[src/rtl/timer.sv]
// Programmable down-counting timer with one-shot and auto-reload modes.
// Three word registers (CTRL, PRESET, COUNT) behind a simple bus; registered IRQ.
module timer (
   input  logic        clk,
   input  logic        rst_n,
   input  logic [3:2]  Addr,
   input  logic        We,
   input  logic [31:0] Din,
   output logic [31:0] Dout,
   output logic        IRQ
);

   typedef enum logic [1:0] {
      S_IDLE = 2'd0,
      S_LOAD = 2'd1,
      S_CNT  = 2'd2,
      S_INT  = 2'd3
   } state_t;

   localparam logic [1:0] ADDR_CTRL   = 2'd0;
   localparam logic [1:0] ADDR_PRESET = 2'd1;
   localparam logic [1:0] ADDR_COUNT  = 2'd2;
   localparam logic [1:0] MODE_RELOAD = 2'b01;

   state_t      state_q, state_d;
   logic [31:0] count_q, count_d;
   logic [31:0] preset_q, preset_d;
   logic        en_q, en_d;
   logic [1:0]  mode_q, mode_d;
   logic        im_q, im_d;
   logic        flag_q, flag_d;
   logic        irq_q, irq_d;

   logic        ctrl_wr;
   logic        preset_wr;
   logic        en_eff;

   assign ctrl_wr   = We && (Addr == ADDR_CTRL);
   assign preset_wr = We && (Addr == ADDR_PRESET);
   // While counting, a CPU write of Enable=0 stops the count on the same edge.
   assign en_eff    = ctrl_wr ? Din[0] : en_q;

   always_comb begin
      state_d  = state_q;
      count_d  = count_q;
      preset_d = preset_q;
      en_d     = en_q;
      mode_d   = mode_q;
      im_d     = im_q;
      flag_d   = flag_q;

      if (preset_wr) begin
         preset_d = Din;
      end

      case (state_q)
         S_IDLE: begin
            if (en_q) begin
               state_d = S_LOAD;
            end
         end
         S_LOAD: begin
            count_d = preset_q;
            state_d = S_CNT;
         end
         S_CNT: begin
            if (!en_eff) begin
               state_d = S_IDLE;
            end else if (count_q > 32'd1) begin
               count_d = count_q - 32'd1;
            end else begin
               count_d = 32'd0;
               flag_d  = 1'b1;
               state_d = S_INT;
            end
         end
         S_INT: begin
            if (mode_q == MODE_RELOAD) begin
               flag_d  = 1'b0;
               state_d = S_LOAD;
            end else begin
               en_d    = 1'b0;
               state_d = S_IDLE;
            end
         end
         default: state_d = S_IDLE;
      endcase

      // CPU write to CTRL overrides whatever the FSM did to CTRL this cycle.
      if (ctrl_wr) begin
         en_d   = Din[0];
         mode_d = Din[2:1];
         im_d   = Din[3];
         flag_d = 1'b0;
      end
   end

   assign irq_d = im_d & flag_d;

   always_ff @(posedge clk) begin
      if (!rst_n) begin
         state_q  <= S_IDLE;
         count_q  <= 32'd0;
         preset_q <= 32'd0;
         en_q     <= 1'b0;
         mode_q   <= 2'b00;
         im_q     <= 1'b0;
         flag_q   <= 1'b0;
         irq_q    <= 1'b0;
      end else begin
         state_q  <= state_d;
         count_q  <= count_d;
         preset_q <= preset_d;
         en_q     <= en_d;
         mode_q   <= mode_d;
         im_q     <= im_d;
         flag_q   <= flag_d;
         irq_q    <= irq_d;
      end
   end

   always_comb begin
      Dout = 32'd0;
      case (Addr)
         ADDR_CTRL:   Dout = {28'd0, im_q, mode_q, en_q};
         ADDR_PRESET: Dout = preset_q;
         ADDR_COUNT:  Dout = count_q;
         default:     Dout = 32'd0;
      endcase
   end

   assign IRQ = irq_q;

endmodule
[config.mk]
export PLATFORM = sky130hd
export DESIGN_NAME = timer
export DESIGN_NICKNAME = d
export VERILOG_FILES = /design/src/rtl/timer.sv
export SDC_FILE = /design/constraint.sdc
export NUM_CORES = 1
export LEC_CHECK = 0
export ABC_AREA = 1
export BUFFER_PORTS_ARGS = -buffer_cell sky130_fd_sc_hd__buf_2
export CELL_PAD_IN_SITES_DETAIL_PLACEMENT = 0
export CELL_PAD_IN_SITES_GLOBAL_PLACEMENT = 1
export CORE_MARGIN = 10
export CORE_UTILIZATION = 45
export CTS_BUF_LIST = sky130_fd_sc_hd__clkbuf_2 sky130_fd_sc_hd__clkbuf_4 sky130_fd_sc_hd__clkbuf_8
export DETAILED_ROUTE_END_ITERATION = 8
export PLACE_DENSITY = 0.86
export SETUP_SLACK_MARGIN = 0.02
export SLEW_MARGIN = 10
export SYNTH_ARGS = -nofsm -noshare
export SYNTH_HDL_FRONTEND = slang
export SYNTH_SLANG_ARGS = --single-unit
export TNS_END_PERCENT = 5
[constraint.sdc]
create_clock -name clk -period 5 [get_ports clk]
set_input_delay 0.25 -clock clk [delete_from_list [all_inputs] [get_ports clk]]
set_output_delay 0.25 -clock clk [all_outputs]
set_load 0.1 [all_outputs]
==> flow_metrics.tcl, run 1 <==
set metrics [dict create \
    p_per_area_nw_per_um2 407 \
    postCtsSetupBuffers 0 \
    gp_congestion 0.905 \
    clk_latency_ps 350 \
    yosysMostFrequentCell "o21ai_0" \
    post-route-util_pct 52.8 \
    hold_class "in -> reg" \
    reg2reg_slack_ps 2760 \
    max_freq_mhz 421 \
    antenna_left 0 \
    synth_area_leaders "dfxtp_1 (34%), o21ai_0 (11%), nor2_1 (7.5%)" \
    core_area_um2 9240 \
    cpMostUsedCell "buf_2" \
    rsz0062_at_grt "no" \
    maxCapViolations 0 \
    synth_ff_type "dfxtp_1" \
    p_comb_share_pct 37.0 \
    crit_path_top_delay_cell "inv_1" \
    placed_area_um2 4620 \
    grt_pass1_wl_um 21100 \
    switching_power_mw 0.805 \
    grt_pass1_vias 4349 \
    drt_iter0_drc 213 \
    path_class "in -> out" \
    total_power_mw 1.99 \
    worstMarginPinSlew_ps 1070 \
    slew_headroom_pct 28.5 \
    syn_inst 631 \
    dr_total_vias 4232 \
    synth_common_cells "o21ai_0 (96), nor2_1 (85), nand2_1 (82)" \
    antenna_found_initial 0 \
    netlist_area_um2 4250 \
    seqCellArea_um2 1440 \
    nets 722 \
    cts_hold_buffers 0 \
    totalWireLength_um 12400 \
    cp.arrival_ps 2120 \
    fin_crit_sh_pct 47.5 \
    track_usage_pct 18.9 \
    status "complete, no violations" \
    drive_above_1_share_pct 22.1 \
    htree_num_levels 3 \
    yosys.area.top_type "dfxtp_1" \
    diodes 0 \
    ys_seq_area_share_pct 33.9 \
    dieArea_um2 13700 \
    syn2layout_area_growth_pct 14.8 \
    fp.dieW_um 117 \
    setup-violations-final 0 \
    avgViaCountPerCell 5.18 \
    cts_buffers 9 \
    rows 35 \
    hold-worst-slack_ps 158 \
    finalInstanceArea_um2 4880 \
    clkPwrFrac_pct 29.9 \
    io_buffers 69 \
    post_drt_wl_per_cell_um 15.2 \
    cts_tree "yes" \
    min_period_ps 2370 \
    multi_input_comb_area_um2 2360 \
    ys_seq_elements 72 \
    synthesis.nets 670 \
    fillers 958 \
    intPower_mw 1.18 \
    synthDistinctLibCells 33 \
    design.portCount 70 \
    p_leak_nw 2.12 \
    route.detailed.drc 0 \
    crit_chain "buf_2, nor2_1, inv_1, o221ai_1, buf_2" \
    synthArstFlopShare_pct 0 \
    crit_fanout 29 \
    synth_top_area_share_pct 33.9 \
    floorplan.initialDensity_pct 46.0 \
    critPathMaxStageDelay_ps 570 \
    first_pass_iters 4 \
    fin_skew_ps 10.9 \
    clockBufferDepth 2 \
    synth-edff-count 0 \
    dp_hpwl_um 8890 \
    netSwitchingFraction_pct 40.5 \
    synth_area_per_cell_um2 6.74 \
    setup_tns_ps 0 \
    cts_sinks 72 \
    hold_viol 0 \
    hold_path_depth 3 \
    drv_slew 0 \
    start_kind "input pin" \
    cp.required_ps 4750 \
    root_buffer "clkbuf_8" \
    path_clk_slew_ps 80 \
    peakVddDrop_v 0.000190 \
    grt_max_degree 68 \
    synth-warning-count 0 \
    r2r_cells 7 \
    overflow 0 \
    die_h_um 117 \
    endpoint_kind "output port" \
    seqPwrFrac_pct 33.1 \
    cts-resized-gates 0 \
]
==> final timing paths <==
check,start,to
worst max register to register,state_q[1],count_q[1]
worst min register to register,preset_q[5],preset_q[5]
worst min-delay path,Din[2],mode_q[1]
worst max-delay path,Addr[3],Dout[2]
==> layer usage <==
metal	vias up	wire [um]	track usage, %
met5	-	0	0
met4	0	195	4.86
met3	17	578	4.38
met2	96	6010	32.9
met1	1938	5630	22.9
li1	2181	-	-
==> cells in the final DEF (no fill, tap or decap), drive strengths merged, types with 7 or more instances in the layout <==
cell,count
nand2,112
o21ai,103
nor2,93
inv,81
dfxtp,72
buf,70
a21oi,61
o22ai,28
nand3,17
xor2,16
clkbuf,11
nand4,7
==> state kept, by name, summed over array words and instances (netlist names) <==
register / count
mode_q: 2
count_q: 32
en_q: 1
state_q: 2
im_q: 1
flag_q: 1
IRQ: 1
preset_q: 32
==> power by group through the flow <==
| stage | Clock, mW | Sequential (mW) | Combinational [mW] |
|---|---|---|---|
| floorplan | 0 | 0.657 | 0.579 |
| detailed placement | 0 | 0.669 | 0.732 |
| global route | 0.627 | 0.663 | 0.824 |
| CTS | 0.595 | 0.656 | 0.737 |
| finish | 0.593 | 0.657 | 0.736 |
| global placement | 0 | 0.669 | 0.728 |
==> cell type report <==
cell class                      instances  area share, %
Clock buffer                           11           3.10
Clock inverter                          5           2.10
Inverter                               81           6.33
Multi-Input combinational cell        449           48.4
Sequential cell                        72           29.5
Tap cell                              129           3.31
Timing Repair Buffer                   70           7.23
==> critical path, delay by kind of cell <==
kind,cells,cell delay (ps)
buffers and inverters,3,1170
and+or+nand+nor,1,330
AOI/OAI and AO/OA,1,360
==> cells by family after synthesis <==
group / Yosys count / share of synthesized area (%)
adder cells (fa/ha/maj): 2 / 0.589
AO/OA/AOI/OAI: 198 / 26.4
AND/OR/NAND/NOR: 233 / 25.1
XOR/XNOR: 16 / 3.30
buffers and inverters: 110 / 10.6
flip-flops: 72 / 33.9
==> stage by stage <==
step	cells	worst slack, ps
finish	817	2630
global route	817	2410
CTS	817	2580
detailed placement	801	2580
global placement	801	2640
floorplan	631	2260
(Power assumes the default switching activity.)
==> run 2, diff against run 1 <==
--- a/config.mk
+++ b/config.mk
@@ -10,10 +10,10 @@
 export CELL_PAD_IN_SITES_DETAIL_PLACEMENT = 0
 export CELL_PAD_IN_SITES_GLOBAL_PLACEMENT = 1
 export CORE_MARGIN = 10
-export CORE_UTILIZATION = 45
+export CORE_UTILIZATION = 41
 export CTS_BUF_LIST = sky130_fd_sc_hd__clkbuf_2 sky130_fd_sc_hd__clkbuf_4 sky130_fd_sc_hd__clkbuf_8
 export DETAILED_ROUTE_END_ITERATION = 8
-export PLACE_DENSITY = 0.86
+export PLACE_DENSITY = 0.8
 export SETUP_SLACK_MARGIN = 0.02
 export SLEW_MARGIN = 10
 export SYNTH_ARGS = -nofsm -noshare
==> constraint.sdc (replaced) <==
create_clock -name clk -period 2.2 [get_ports clk]
set_input_delay 0.11 -clock clk [delete_from_list [all_inputs] [get_ports clk]]
set_output_delay 0.11 -clock clk [all_outputs]
set_load 0.1 [all_outputs]
==> run 2 against run 1 <==
  * Final cell count is 2.1% higher
  * Non-clock buffer count is 10 higher
  * Core utilization is 0.13 points lower
  * Global-route usage is 1.0 points lower
  * Sequential share of layout area is 2.8 points lower
  * Combinational power is 140% higher
  * Clock power is 84% higher
  * Sequential cell count stayed put
  * Power is 120% higher
  * Worst hold slack worse by 130 ps
  * Critical endpoint is now count_q[30]
  * Largest cell class unchanged
  * Largest power group unchanged
==> flow_metrics.tcl, run 2 (synthesized netlist as in run 1, its figures left out) <==
set metrics [dict create \
    status "complete, no violations" \
    fp.dieW_um 122 \
    fin_crit_sh_pct 84.1 \
    grt_pass1_wl_um 21600 \
    final_cell_count_no_fill 834 \
    hold_start "Din[6]" \
    endpoint_kind "flip-flop" \
    cp.arrival_ps 2130 \
    setup-violations-final 0 \
    post-route-util_pct 52.7 \
    cts_tree "yes" \
    met3_length_um 532 \
    track_usage_pct 17.9 \
    totalWireLength_um 12700 \
    io_buffers 69 \
    cts-resized-gates 0 \
    setup.worst_path.start "count_q[0]" \
    htree_num_levels 3 \
    core_area_um2 10200 \
    r2r_cells 11 \
    hold_path_depth 3 \
    path_class "reg -> reg" \
    p_per_area_nw_per_um2 813 \
    design.portCount 70 \
    diodes 0 \
    dr.max_layer_used "met4" \
    drt_iter0_drc 274 \
    largestRegisters "count_q: 32 flops, preset_q: 32 flops" \
    cts_buffers 9 \
    cts_hold_buffers 1 \
    antenna_found_initial 0 \
    maxCapViolations 0 \
    crit_fanout 25 \
    floorplan.initialDensity_pct 41.5 \
    dieArea_um2 14800 \
    gp_congestion 0.952 \
    drv_slew 0 \
    final_cell_mix "o21ai_0 (96), nor2_1 (85), nand2_1 (81)" \
    hold_viol 0 \
    route.detailed.drc 0 \
    clockBufferDepth 2 \
    cp.required_ps 2480 \
    die_h_um 122 \
    fin_skew_ps 11.0 \
    p_leak_nw 2.22 \
    syn2layout_area_growth_pct 26.8 \
    postCtsSetupBuffers 0 \
    max_freq_mhz 541 \
    met1Wirelength_um 5740 \
    cts_sinks 72 \
    reg2reg_from "count_q[0]" \
    dp_slack_ps 335 \
    overflow 0 \
    min_period_ps 1850 \
    fillers 1036 \
    place_inst 817 \
    worstMarginPinSlew_ps 545 \
    worst_slack_ps 350 \
    hold_class "in -> reg" \
    dr_total_vias 4265 \
    path_clk_slew_ps 80 \
    peakVddDrop_v 0.000412 \
    start_kind "flip-flop" \
    nets 732 \
    setup_tns_ps 0 \
    grt_max_degree 64 \
    first_pass_iters 4 \
    rows 37 \
    dp_hpwl_um 9510 \
    final_common_cell "o21ai_0" \
    antenna_left 0 \
    slew_headroom_pct 63.7 \
    clk_latency_ps 360 \
    post_drt_wl_per_cell_um 15.3 \
    avgViaCountPerCell 5.11 \
    grt_pass1_vias 4339 \
    met2_length_um 6290 \
    rsz0062_at_grt "no" \
    root_buffer "clkbuf_8" \
    drive_above_1_share_pct 22.9 \
]
==> run 2: cell types whose count changed in the layout (fill, tap and decap cells not counted), sizes merged <==
cell,before,now
clkbuf,11,10
inv,81,82
buf,70,79
dlygate4sd3,0,1
bufinv,3,1
clkinv,1,3
==> run 2: final timing paths <==
path / end / slack, ps
setup reg to reg: count_q[30] / 350
setup / recovery: count_q[30] / 350
hold / removal: preset_q[6] / 30
hold reg to reg: preset_q[25] / 470
==> run 2: layout make-up <==
cell class	count	area, um2	share of cell area, %
repair buffers	80	911	16.9
well taps	136	170	3.16
flip-flops and latches	72	1440	26.7
multi-input cells	449	2360	43.8
inverters	81	309	5.73
clock buffers	10	131	2.44
clock inverters	6	68.8	1.28
==> run 2: power by group <==
part           switching, mW  internal (mW)  leakage, nW
registers             0.0907           1.40        0.588
logic                   1.24          0.565         1.54
clock network          0.548          0.543        0.100
total                   1.87           2.51         2.22
==> run 2: critical path, cell delays in order (launching register included) <==
cell,delay (ps)
dfxtp_1,360
inv_1,120
ha_1,300
nand2_2,130
nor2_4,60
nand2_4,90
nand2_4,50
nand2_4,90
nand2_4,90
inv_6,250
nand2_1,100
a21oi_1,140
==> run 2: metal layers <==
layer  vias up  global-route usage, %
met1      1981                   21.1
met5         -                      0
li1       2204                      -
met2        68                   31.7
met4         0                   4.84
met3        12                   4.02
==> run 2: stage by stage <==
stage / hold slack, ps / instance area, um2 / power, mW
after floorplan: 245 / 4250 / 2.81
after global placement: 362 / 5180 / 3.32
after detailed placement: 369 / 5180 / 3.32
after CTS: 15.9 / 5390 / 4.41
after global routing: 22.7 / 5390 / 4.71
final: 26.5 / 5390 / 4.38
